File: src/rtl/rgb_command_receiver_if.sv
// rgb_command_receiver_if: serial command line in, decoded LED mode and link status out
interface rgb_command_receiver_if;
  logic       UART_RX;
  logic [7:0] RPM_RGB;
  logic       CMD_VALID;
  logic       LINK_LOST;
  logic [7:0] FRAME_ERR_CNT;
  modport master(output UART_RX, input RPM_RGB, CMD_VALID, LINK_LOST, FRAME_ERR_CNT);
  modport slave(input UART_RX, output RPM_RGB, CMD_VALID, LINK_LOST, FRAME_ERR_CNT);
endinterface

File: src/rtl/rgb_command_receiver.sv
// rgb_command_receiver: UART 8N1 receiver, 3-byte frame validator and link watchdog driving the RGB mode
module rgb_command_receiver #(
  parameter int         CLKS_PER_BIT   = 434,
  parameter int         TIMEOUT_CYCLES = 50_000_000,
  parameter logic [7:0] DEFAULT_MODE   = 8'd0,
  parameter logic [7:0] TIMEOUT_MODE   = 8'd1,
  parameter logic [7:0] HEADER         = 8'hA5
) (
  input logic FPGA_CLK1_50,
  input logic RST,
  rgb_command_receiver_if.slave bus
);
  localparam int HALF = CLKS_PER_BIT / 2;
  localparam int BW   = $clog2(CLKS_PER_BIT);
  localparam int IBT  = 20 * CLKS_PER_BIT;
  localparam int IW   = $clog2(IBT);
  localparam int WW   = $clog2(TIMEOUT_CYCLES);

  typedef enum logic [1:0] {IDLE, START, DATA, STOP} rxState_t;
  typedef enum logic [1:0] {WAIT_HDR, WAIT_MODE, WAIT_CHK} pState_t;

  logic rxMeta, rxSync, rxPrev;
  rxState_t rxState, rxNext;
  logic [BW-1:0] bitCnt;
  logic [2:0] bitIdx;
  logic [7:0] byteData;
  logic byteStb, frameErr, halfHit, fullHit;
  pState_t pState, pNext;
  logic [IW-1:0] ibCnt;
  logic [7:0] candMode;
  logic chkByte, frameOk, chkErr, ibExpire;
  logic [WW-1:0] wdCnt;
  logic [7:0] rpmRgb, errCnt;
  logic cmdValid, linkLost;

  assign halfHit  = bitCnt == BW'(HALF - 1);
  assign fullHit  = bitCnt == BW'(CLKS_PER_BIT - 1);
  assign ibExpire = ibCnt == IW'(IBT - 1);

  // Two-stage synchronizer plus delayed copy for falling-edge detection; resets to idle-high so no false start
  always_ff @(posedge FPGA_CLK1_50) begin
    if (RST) {rxMeta, rxSync, rxPrev} <= 3'b111;
    else {rxMeta, rxSync, rxPrev} <= {bus.UART_RX, rxMeta, rxSync};
  end

  // RX next state: start edge, mid-bit glitch rejection, 8 data bits, stop bit
  always_comb begin
    rxNext = rxState;
    case (rxState)
      IDLE:  rxNext = (rxPrev && !rxSync) ? START : IDLE;
      START: rxNext = halfHit ? (rxSync ? IDLE : DATA) : START;
      DATA:  rxNext = (fullHit && bitIdx == 3'd7) ? STOP : DATA;
      STOP:  rxNext = fullHit ? IDLE : STOP;
      default: rxNext = IDLE;
    endcase
  end

  // RX datapath: bit timing, LSB-first shift, registered byte strobe and framing-error pulse
  always_ff @(posedge FPGA_CLK1_50) begin
    if (RST) begin
      rxState  <= IDLE;
      bitCnt   <= '0;
      bitIdx   <= '0;
      byteData <= '0;
      byteStb  <= 1'b0;
      frameErr <= 1'b0;
    end else begin
      rxState  <= rxNext;
      bitCnt   <= (rxState == IDLE || rxNext != rxState || fullHit) ? '0 : bitCnt + 1'b1;
      byteStb  <= rxState == STOP && fullHit && rxSync;
      frameErr <= rxState == STOP && fullHit && !rxSync;
      if (rxState == IDLE) bitIdx <= '0;
      if (rxState == DATA && fullHit) begin
        byteData <= {rxSync, byteData[7:1]};
        bitIdx   <= bitIdx + 3'd1;
      end
    end
  end

  // Parser next state: header hunt, mode capture, checksum; framing errors and inter-byte silence restart the hunt
  always_comb begin
    chkByte = byteStb && pState == WAIT_CHK;
    frameOk = chkByte && byteData == (HEADER ^ candMode);
    chkErr  = chkByte && !frameOk;
    pNext   = pState;
    if (frameErr || (pState != WAIT_HDR && ibExpire && !byteStb)) pNext = WAIT_HDR;
    else if (byteStb)
      pNext = pState == WAIT_HDR ? (byteData == HEADER ? WAIT_MODE : WAIT_HDR) :
              pState == WAIT_MODE ? WAIT_CHK : WAIT_HDR;
  end

  // Parser state, candidate mode latch and inter-byte timer
  always_ff @(posedge FPGA_CLK1_50) begin
    if (RST) begin
      pState   <= WAIT_HDR;
      candMode <= '0;
      ibCnt    <= '0;
    end else begin
      pState   <= pNext;
      candMode <= (byteStb && pState == WAIT_MODE) ? byteData : candMode;
      ibCnt    <= (pState == WAIT_HDR || byteStb || ibExpire) ? '0 : ibCnt + 1'b1;
    end
  end

  // Outputs: a valid frame beats a simultaneous watchdog expiry; the watchdog holds at its limit until the next frame
  always_ff @(posedge FPGA_CLK1_50) begin
    if (RST) begin
      rpmRgb   <= DEFAULT_MODE;
      cmdValid <= 1'b0;
      linkLost <= 1'b0;
      wdCnt    <= '0;
      errCnt   <= '0;
    end else begin
      cmdValid <= frameOk;
      errCnt   <= ((frameErr || chkErr) && errCnt != 8'hFF) ? errCnt + 8'd1 : errCnt;
      if (frameOk) begin
        rpmRgb   <= candMode;
        linkLost <= 1'b0;
        wdCnt    <= '0;
      end else if (wdCnt == WW'(TIMEOUT_CYCLES - 1)) begin
        rpmRgb   <= TIMEOUT_MODE;
        linkLost <= 1'b1;
      end else wdCnt <= wdCnt + 1'b1;
    end
  end

  assign bus.RPM_RGB       = rpmRgb;
  assign bus.CMD_VALID     = cmdValid;
  assign bus.LINK_LOST     = linkLost;
  assign bus.FRAME_ERR_CNT = errCnt;
endmodule

File: src/flat_wrapper.sv
// flat-port wrapper written by rule: the top's interface ports become plain ports
module rgb_command_receiver_flat 
#(
  parameter int         CLKS_PER_BIT   = 434,
  parameter int         TIMEOUT_CYCLES = 50_000_000,
  parameter logic [7:0] DEFAULT_MODE   = 8'd0,
  parameter logic [7:0] TIMEOUT_MODE   = 8'd1,
  parameter logic [7:0] HEADER         = 8'hA5
)
  (FPGA_CLK1_50, RST, bus_UART_RX, bus_RPM_RGB, bus_CMD_VALID, bus_LINK_LOST, bus_FRAME_ERR_CNT);
  rgb_command_receiver_if bus_i ();
  input logic FPGA_CLK1_50;
  input logic RST;
  input wire logic [$bits(bus_i.UART_RX)-1:0] bus_UART_RX;
  output wire logic [$bits(bus_i.RPM_RGB)-1:0] bus_RPM_RGB;
  output wire logic [$bits(bus_i.CMD_VALID)-1:0] bus_CMD_VALID;
  output wire logic [$bits(bus_i.LINK_LOST)-1:0] bus_LINK_LOST;
  output wire logic [$bits(bus_i.FRAME_ERR_CNT)-1:0] bus_FRAME_ERR_CNT;
  assign bus_i.UART_RX = bus_UART_RX;
  assign bus_RPM_RGB = bus_i.RPM_RGB;
  assign bus_CMD_VALID = bus_i.CMD_VALID;
  assign bus_LINK_LOST = bus_i.LINK_LOST;
  assign bus_FRAME_ERR_CNT = bus_i.FRAME_ERR_CNT;
  rgb_command_receiver #(.CLKS_PER_BIT(CLKS_PER_BIT), .TIMEOUT_CYCLES(TIMEOUT_CYCLES), .DEFAULT_MODE(DEFAULT_MODE), .TIMEOUT_MODE(TIMEOUT_MODE), .HEADER(HEADER)) u_core (.FPGA_CLK1_50(FPGA_CLK1_50), .RST(RST), .bus(bus_i));
endmodule
File: config.mk
export PLATFORM = sky130hd
export DESIGN_NAME = rgb_command_receiver_flat
export DESIGN_NICKNAME = d
export VERILOG_FILES = /design/src/rtl/rgb_command_receiver_if.sv /design/src/rtl/rgb_command_receiver.sv /design/src/flat_wrapper.sv
export SDC_FILE = /design/constraint.sdc
export NUM_CORES = 1
export LEC_CHECK = 0
export BUFFER_PORTS_ARGS = -buffer_cell sky130_fd_sc_hd__buf_2
export CELL_PAD_IN_SITES_DETAIL_PLACEMENT = 1
export CELL_PAD_IN_SITES_GLOBAL_PLACEMENT = 1
export CORE_UTILIZATION = 50
export CTS_CLUSTER_DIAMETER = 40
export CTS_CLUSTER_SIZE = 16
export DETAILED_ROUTE_END_ITERATION = 10
export PLACE_DENSITY = 0.87
export SLEW_MARGIN = 10
export SYNTH_ARGS = -nofsm -noshare
export SYNTH_HDL_FRONTEND = slang
export SYNTH_SLANG_ARGS = --single-unit
File: constraint.sdc
create_clock -name FPGA_CLK1_50 -period 5.8 [get_ports FPGA_CLK1_50]
set_input_delay 0.58 -clock FPGA_CLK1_50 [delete_from_list [all_inputs] [get_ports FPGA_CLK1_50]]
set_output_delay 0.58 -clock FPGA_CLK1_50 [all_outputs]
set_load 0.005 [all_outputs]
### Word level (Yosys, flattened, before mapping)

Index checks and enable logic that the tools add are counted.

| storage, ports and cells | value |
|---|---|
| register bits | 95 |
| bits in latches | 0 |
| bits in writable memories | 0 |
| bits in read-only memories | 0 |
| input port bits | 3 |
| output and inout port bits | 18 |
| word-level logic and storage cells | 81 |
| memories | 0 |

| operators by class | value |
|---|---|
| $add $sub $neg | 5 |
| multiply operators | 0 |
| divide/modulo/power cells | 0 |
| magnitude comparators | 0 |
| equal/unequal tests | 14 |
| shift operators | 0 |
| muxes and demuxes | 13 |
| bitwise operators | 1 |
| reduce and logical (&&, ||, !) cells | 31 |

Operators by type and width:

| operator | number |
|---|---|
| $add 26x1->26 const B | 1 |
| $eq 26x26->1 const B | 1 |
| $mux 8 | 2 |
| $add 14x1->14 const B | 1 |
| $eq 14x14->1 const B | 1 |
| $logic_and 1x1->1 | 13 |
| $mux 2 | 5 |
| $add 9x1->9 const B | 1 |
| $eq 9x8->1 const B | 1 |
| $eq 9x9->1 const B | 1 |
| $add 8x1->8 const B | 1 |
| $eq 8x8->1 | 1 |
| $eq 8x8->1 const B | 1 |
| $ne 8x8->1 const B | 1 |
| $pmux 2 s4 | 1 |
| $reduce_or 2->1 | 4 |
| $eq 2x2->1 const B | 3 |
| $logic_or 1x1->1 | 6 |
| $mux 3 | 2 |
| $reduce_bool 2->1 | 3 |
| $eq 2x1->1 const B | 2 |
| $logic_not 2->1 | 2 |
| $not 4->4 | 1 |
| $add 3x1->3 const B | 1 |
| other kinds (4) | 8 |

### Depth between registers and ports, before layout

Gate-level depths: netlist (run 1).

| logic depth | value |
|---|---|
| depth after elaboration | 8 |
| gate-level depth with buffers | 8 |
| mapped depth without buffers | 7 |

### Worst setup path after synthesis (run 1)

Ideal clock, no wire load.

| timing path | value |
|---|---|
| path type | register to register |
| start | register u_core.ibCnt[0] |
| end | register u_core.ibCnt[10] |
| setup time | 0.064 ns |
| arrival time | 1.842 ns |
| data required time | 5.736 ns |
| path slack | 3.894 ns |
| cell stages (with the launch flop) | 9 |
| path buffers | 2 |
| clock period less this slack | 1.906 ns |
| path through | dfxtp_1 ha_1 and3_1 and4_1 or2_1 or3_1 clkbuf_1 buf_2 nor2_1 |

| on the way | value |
|---|---|
| word-level cells in the longest chain between the ends | 3 |
| elaborated cells on any way between the ends | 4 |
| classes of those cells | 1 x add/sub; 1 x eq/ne; 2 x reduce/logical |

Ends and longest elaborated chain:

| what | RTL line | source |
|---|---|---|
| start: declaration | rgb_command_receiver.sv:29 | `logic [IW-1:0] ibCnt;` |
| start signal: assignment | rgb_command_receiver.sv:101 | `ibCnt <= (pState == WAIT_HDR \|\| byteStb \|\| ibExpire) ? '0 : ibCnt + 1'b1;` |
| parallel branches: the longest is 3 deep, another holds $add 14x1->14 | -- |  |

Several ways; the timed one is not identified.
A chain may end at the register's enable or synchronous reset.

### Worst setup path after layout (run 1)

| timing path | value |
|---|---|
| start | register u_core.bitCnt[0] |
| end | register u_core.byteData[2] |

| on the way | value |
|---|---|
| word-level cells in the longest chain between the ends | 2 |

Ends and longest elaborated chain:

| what | RTL line | source |
|---|---|---|
| start: declaration | rgb_command_receiver.sv:24 | `logic [BW-1:0] bitCnt;` |
| start signal: assignment | rgb_command_receiver.sv:69 | `bitCnt <= (rxState == IDLE \|\| rxNext != rxState \|\| fullHit) ? '0 : bitCnt + 1'b1;` |
| $eq 9x9->1 | rgb_command_receiver.sv:37 | `assign fullHit = bitCnt == BW'(CLKS_PER_BIT - 1);` |
| $logic_and 1x1->1 | rgb_command_receiver.sv:73 | `if (rxState == DATA && fullHit) begin` |
| end signal: assignment | rgb_command_receiver.sv:74 | `byteData <= {rxSync, byteData[7:1]};` |
| end: declaration | rgb_command_receiver.sv:26 | `logic [7:0] byteData;` |

No other way between the ends.

==> flow_metrics.py, run 1 <==
metrics = {
    "setup_path": {
        "cp-startpoint": "u_core.bitCnt[0]",
        "worstPathRequired_ns": 6.03,
        "rrSetupSlack_ns": 3.56,
        "reg2reg_from": "u_core.bitCnt[0]",
        "cp.arrival_ns": 2.48,
        "crit_type": "flop to flop",
        "r2r-end": "u_core.byteData[2]",
        "end_kind": "flop",
        "worstSetupStartpointType": "flop",
        "r2r.worst_path.cells": 6,
        "path_max_fanout": 10,
    },
    "clocking": {
        "hold_buffers": 0,
        "cts_tree": "built",
        "cts_setup_buffers": 0,
        "h-tree-depth": 3,
        "cts_sinks": 95,
        "insertion_delay_ns": 0.36,
        "numCtsBuffers": 9,
        "post_cts_resized": 0,
        "cts-root-buf": "clkbuf_8",
        "clockBufferDepth": 2,
        "path_clk_slew_ns": 0.10,
    },
    "layout": {
        "seqCellArea_um2": 1902,
        "antenna_cells": 0,
        "multi_input_area_um2": 2132,
        "final_cell_mix": "dfxtp_1, nor2_1, nand2_1",
        "nets": 492,
        "area_growth_pct": 8.582,
        "nFillCells": 944,
        "layout-drive-gt1-share": 0.1134,
        "layout_commonest_cell": "dfxtp_1",
    },
    "global_routing": {
        "grt-ovfl-total": 0,
        "antenna_found_initial": 0,
        "grt_max_degree": 43,
        "grt_pass1_vias": 3335,
        "grt_pass1_wl_um": 15580,
        "grtUsageTotal": 0.2262,
    },
    "min_path": {
        "min-delay-start": "bus_UART_RX",
        "holdPathStages": 2,
        "min_path_type": "primary input to flop",
        "hold_end": "u_core.rxMeta",
    },
    "route": {
        "num_vias": 3253,
        "drcViolationCount": 0,
        "drtIter0Drc": 94,
        "vias_per_cell": 5.542,
        "drt_pass1_iterations": 4,
        "ant_nets": 0,
        "wl_per_cell_um": 15.43,
        "wl_um": 9060,
    },
    "floorplanning": {
        "die_h_um": 93.16,
        "core_um2": 7888,
        "die_area_um2": 8679,
        "die_x_um": 93.16,
        "num_rows": 32,
        "start_util": 0.5268,
        "ios": 21,
    },
    "sta": {
        "worstMarginPinSlew_ns": 0.7538,
        "setup_viol": 0,
        "finalCritPeriodShare": 0.3870,
        "slew_headroom": 0.4975,
        "fmax_mhz": 445.6,
        "rsz0062_at_grt": "false",
        "skew_ns": 0.01315,
        "tns_ns": 0,
        "drv_slew": 0,
        "hold_violations": 0,
        "fin_crit_ns": 2.244,
    },
    "pwr": {
        "p_leak_nw": 1.597,
        "ir_worst_vdd_mv": 0.1425,
        "p_per_area_nw_per_um2": 238.8,
        "power.total_mw": 1.077,
    },
    "placement": {
        "portBuffers": 20,
        "post-dp-hpwl_um": 6341,
        "gp_congestion": 0.7703,
    },
    "yosys": {
        "synth_seq_cells": 95,
        "syn_area_um2": 4155,
        "synth_cell_types": 49,
        "yosysSeqAreaShare": 0.4577,
        "syn_nets": 473,
        "syn_area_per_cell_um2": 8.994,
        "yosysWarnings": 0,
        "synth_cells": 462,
    },
    "outcome": {
        "status": "finished, final reports clean",
    },
    "job": {
        "max-cap-violations": 0,
    },
}
## cells in the mapped netlist (all sizes together)
cell type  number  share of area
clkbuf          7         0.0063
xnor2          20          0.042
or2             4         0.0060
nor4            5          0.013
a311oi          1         0.0021
xor2           26          0.055
a22oi           1         0.0018
o21ai          10          0.012
nand2b          1         0.0015
nor2b           6         0.0090
o311ai          1         0.0021
a211oi          6          0.011
and3            9          0.014
a2111oi         1         0.0036
nor2           78          0.071
nand3          27          0.033
or3             8          0.013
a31oi           3         0.0045
nor4b           5          0.011
mux2            5          0.014
and2            1         0.0015
or4             2         0.0036
a21oi          17          0.020
mux2i          11          0.026
dfxtp          95           0.46
and4b           1         0.0024
ha              8          0.024
a22o            7          0.015
o31ai           3         0.0054
a311o           1         0.0024
nand3b          1         0.0018
nand2          32          0.029
nor3           13          0.020
inv            19          0.017
o21bai          1         0.0045
nor3b           2         0.0036
buf             6         0.0090
nand4          14          0.024
nand4b          1         0.0021
and4            3         0.0063
## sequential cells by signal (all words and copies together), names as in the netlist
| name | cells |
|---|---|
| u_core.bus.FRAME_ERR_CNT | 8 |
| u_core.rxPrev | 1 |
| u_core.bus.RPM_RGB | 8 |
| u_core.bitIdx | 3 |
| u_core.rxSync | 1 |
| u_core.ibCnt | 14 |
| u_core.wdCnt | 26 |
| u_core.bus.LINK_LOST | 1 |
| u_core.rxMeta | 1 |
| u_core.frameErr | 1 |
| u_core.rxState | 2 |
| u_core.bitCnt | 9 |
| u_core.byteStb | 1 |
| u_core.bus.CMD_VALID | 1 |
| u_core.pState | 2 |
| u_core.byteData | 8 |
| u_core.candMode | 8 |
## worst max path at each step
stage                                  endpoint  slack [ns]  depth (start not counted)
after floorplan                u_core.ibCnt[10]        3.89                          8
after global placement    u_core.bus.RPM_RGB[5]        3.47                          6
after detailed placement  u_core.bus.RPM_RGB[7]        3.41                          6
after CTS                    u_core.byteData[4]        3.53                          6
after global routing         u_core.byteData[2]        3.41                          6
final                        u_core.byteData[2]        3.56                          6
## layout make-up
type                       count  share of cell area
clock inverter                 5            0.007488
clock buffer                  10             0.03050
sequential                    95              0.4215
multi-input combinational    335              0.4725
inverter                      19             0.01581
tap                          102             0.02829
timing repair buffer          21             0.02385
## power by group
group | total, mW | switching [mW] | internal [mW]
Combinational | 0.0209 | 0.0149 | 0.00599
Clock | 0.399 | 0.234 | 0.165
Sequential | 0.658 | 0.00279 | 0.655
Total | 1.08 | 0.251 | 0.826
## stage by stage
stage,area (um2),hold WS [ns],std cells,utilization,setup WS (ns)
floorplan,4155,0.3895,462,-,3.894
global placement,4340,0.3952,572,0.5503,3.473
detailed placement,4340,0.4079,572,0.5503,3.413
CTS,4512,0.4041,587,0.5720,3.533
global route,4512,0.4075,587,0.5720,3.410
finish,4512,0.4119,587,0.5720,3.556
## kinds of logic (layout without fill, tap and decap cells)
group,count (synthesis),count (layout),share of synthesized area
fa+ha+maj,8,8,0.02409
compound gates,52,52,0.08461
xor+xnor,46,46,0.09696
buf+inv,32,55,0.03252
mux,16,16,0.04005
simple gates,213,213,0.2641
flops,95,95,0.4577
## routing by layer
metal,share of wire,track usage,vias up,wire length (um)
li1,-,-,1637,-
met1,0.48,0.2920,1569,4323
met2,0.49,0.3805,32,4457
met3,0.015,0.03496,15,140
met4,0.015,0.08462,0,138
met5,0,0,-,0
## worst max-delay path, stage by stage (launching register included)
cell,delay (ns)
dfxtp_1,0.43
ha_1,0.19
nand2_1,0.06
nor4_2,0.49
and3_1,0.61
mux2i_1,0.29
nor2_1,0.06
Note: power is estimated with default switching activity, not from simulation.
==> run 2, diff against run 1 <==
Settings changed: ABC_AREA set to 1, CORE_UTILIZATION 50 to 41, PLACE_DENSITY 0.87 to 0.79.
Clock period 5.8 ns to 1.9 ns, I/O delays scaled along.
==> run 2 against run 1 <==
First-iteration DRC count did not move. Non-clock buffer count rose by 8. Synthesized cell count rose by 28%. Critical path type unchanged. Clock skew fell by 0.0016 ns. Worst hold slack got worse by 0.25 ns. Cell area rose by 8.9%. Global-route usage fell by 3.4 points. Sequential cell count did not move. Maximum frequency rose by 32%. Sequential power rose to 3.1 times the previous value.
==> flow_metrics.py, run 2 <==
metrics = {
    "floorplanning": {
        "start_util": 0.4275,
        "die_area_um2": 11330,
        "num_rows": 37,
        "die_x_um": 106.5,
        "core_um2": 10460,
        "ios": 21,
        "die_h_um": 106.5,
    },
    "route": {
        "vias_per_cell": 5.041,
        "wl_um": 9934,
        "ant_nets": 0,
        "num_vias": 3841,
        "drtIter0Drc": 94,
        "wl_per_cell_um": 13.04,
        "drt_pass1_iterations": 4,
        "drcViolationCount": 0,
    },
    "clocking": {
        "cts_sinks": 95,
        "insertion_delay_ns": 0.38,
        "post_cts_resized": 0,
        "cts-root-buf": "clkbuf_8",
        "numCtsBuffers": 9,
        "clockBufferDepth": 2,
        "h-tree-depth": 3,
        "cts_tree": "built",
        "path_clk_slew_ns": 0.10,
    },
    "yosys": {
        "yosys-top-cells-count": "nand2_1, dfxtp_1, nor2_1, inv_1, a21oi_1",
        "synth_ff_type": "dfxtp_1",
        "yosysTopAreaCellShare": 0.4252,
        "synthTopCellsByArea": "dfxtp_1, nand2_1, nor2_1",
        "synth_cell_types": 45,
        "synth_seq_cells": 95,
        "async_flop_share": 0,
        "syn_area_um2": 4473,
        "netlist.top_cell.by_area": "dfxtp_1",
        "synth.most_common_cell": "nand2_1",
        "syn_nets": 604,
        "synth_cells": 593,
        "yosysWarnings": 0,
        "yosysSeqAreaShare": 0.4252,
        "synth_edf_count": 0,
        "syn_area_per_cell_um2": 7.543,
    },
    "sta": {
        "tns_ns": 0,
        "fin_crit_ns": 1.699,
        "hold_violations": 0,
        "worstMarginPinSlew_ns": 0.3823,
        "setup_viol": 0,
        "slew_headroom": 0.7440,
        "finalCritPeriodShare": 0.8941,
        "fin_ws_ns": 0.2012,
        "drv_slew": 0,
        "fmax_mhz": 588.6,
        "skew_ns": 0.01155,
        "rsz0062_at_grt": "false",
    },
    "layout": {
        "final_util": 0.4697,
        "regMostFlops": "u_core.wdCnt",
        "reg.largest.list": "u_core.wdCnt (26), u_core.ibCnt (14), u_core.bitCnt (9)",
        "layout-drive-gt1-share": 0.1310,
        "layout_commonest_cell": "nand2_1",
        "nets": 632,
        "antenna_cells": 0,
        "final_cell_mix": "nand2_1, dfxtp_1, nor2_1",
        "area_growth_pct": 9.874,
        "largest_reg_flops": 26,
        "nFillCells": 1359,
    },
    "setup_path": {
        "cp.arrival_ns": 1.97,
        "crit_type": "flop to flop",
        "rrSetupSlack_ns": 0.20,
        "worstSetupStartpointType": "flop",
        "reg2reg_from": "u_core.wdCnt[0]",
        "end_kind": "flop",
        "r2r.worst_path.cells": 8,
        "worstPathRequired_ns": 2.17,
        "r2r-end": "u_core.wdCnt[22]",
        "path_max_fanout": 5,
    },
    "placement": {
        "post-dp-hpwl_um": 7553,
        "dp_slack_ns": 0.2012,
        "portBuffers": 20,
        "gp_congestion": 0.8180,
    },
    "pwr": {
        "seqPwrFrac": 0.580,
        "ir_worst_vdd_mv": 0.4830,
        "power_frac_clock": 0.396,
        "p_leak_nw": 1.869,
        "power_frac_comb": 0.024,
        "p_per_area_nw_per_um2": 704.9,
        "p_sw_frac": 0.2268,
        "p_int_mw": 2.679,
        "p_switching_uw": 785.6,
    },
    "min_path": {
        "hold_end": "u_core.bitIdx[1]",
        "min-delay-start": "RST",
        "min_path_type": "primary input to flop",
        "holdPathStages": 3,
    },
    "outcome": {
        "status": "finished, final reports clean",
    },
    "job": {
        "max-cap-violations": 0,
    },
    "global_routing": {
        "grtUsageTotal": 0.1922,
        "grt_max_degree": 24,
        "antenna_found_initial": 0,
        "grt_pass1_wl_um": 17440,
        "grt-ovfl-total": 0,
        "grt_pass1_vias": 3983,
    },
}
## run 2: worst max-delay path by stage
stage                          startpoint                     to  slack (ns)  depth (start not counted)
after floorplan           u_core.wdCnt[0]       u_core.wdCnt[22]        0.43                          8
after CTS                 u_core.wdCnt[0]       u_core.wdCnt[22]        0.20                          8
after global routing      u_core.wdCnt[0]  u_core.bus.RPM_RGB[4]        0.02                          8
after global placement    u_core.wdCnt[0]       u_core.wdCnt[22]        0.32                          8
after detailed placement  u_core.wdCnt[0]       u_core.wdCnt[22]        0.20                          8
final                     u_core.wdCnt[0]       u_core.wdCnt[22]        0.20                          8
## run 2: metal layers
layer	routed length, um	track usage	share of wire	up-vias
li1	-	-	-	1983
met1	4508	0.2190	0.45	1815
met2	4996	0.3446	0.50	30
met3	221	0.03372	0.022	13
met4	208	0.09393	0.021	0
met5	0	0	0	-
## run 2: worst max-delay path: stages, from the launching register on
cell	delay [ns]
dfxtp_1	0.41
ha_1	0.22
nand3_2	0.16
nor2_4	0.17
nand2_4	0.10
nor2_4	0.17
nand2_1	0.09
o21ai_1	0.17
a21oi_1	0.09
## run 2: per-stage QoR
stage / total power, mW / instances / hold WS [ns] / area (um2)
2_1_floorplan: 2.118 / 593 / 0.2668 / 4473
4_1_cts: 3.517 / 762 / 0.1407 / 4915
3_5_place_dp: 2.140 / 745 / 0.3794 / 4706
5_1_grt: 3.603 / 762 / 0.1571 / 4915
6_report: 3.464 / 762 / 0.1580 / 4915
3_3_place_gp: 2.138 / 745 / 0.3779 / 4706
## run 2: cells by family after synthesis
| group | count (synthesis) | synth area share |
|---|---|---|
| buffers and inverters | 84 | 0.08224 |
| adder cells (fa/ha/maj) | 8 | 0.02238 |
| AO/OA/AOI/OAI | 87 | 0.1027 |
| AND/OR/NAND/NOR | 295 | 0.3206 |
| XOR/XNOR | 24 | 0.04699 |
| flip-flops | 95 | 0.4252 |
## run 2: area by class of cell
type | count | area, um2 | area share
Sequential cell | 95 | 1902 | 0.3870
Inverter | 72 | 270.3 | 0.05499
Timing Repair Buffer | 29 | 170.2 | 0.03462
Multi-Input combinational cell | 414 | 2203 | 0.4483
Tap cell | 136 | 170.2 | 0.03462
Clock inverter | 4 | 53.80 | 0.01095
Clock buffer | 12 | 145.1 | 0.02953
## run 2: repair_timing
action | CTS | global route
hold buffers | 1 | 0
setup buffers | 0 | 0
endpoints found under the hold margin | 1 | 0
## run 2: power groups by stage
stage | logic [mW] | clock network, mW | registers (mW)
after floorplan | 0.0637 | 0 | 2.05
after global placement | 0.0818 | 0 | 2.06
after detailed placement | 0.0833 | 0 | 2.06
after CTS | 0.0855 | 1.42 | 2.01
after global routing | 0.0963 | 1.49 | 2.01
final | 0.0837 | 1.37 | 2.01
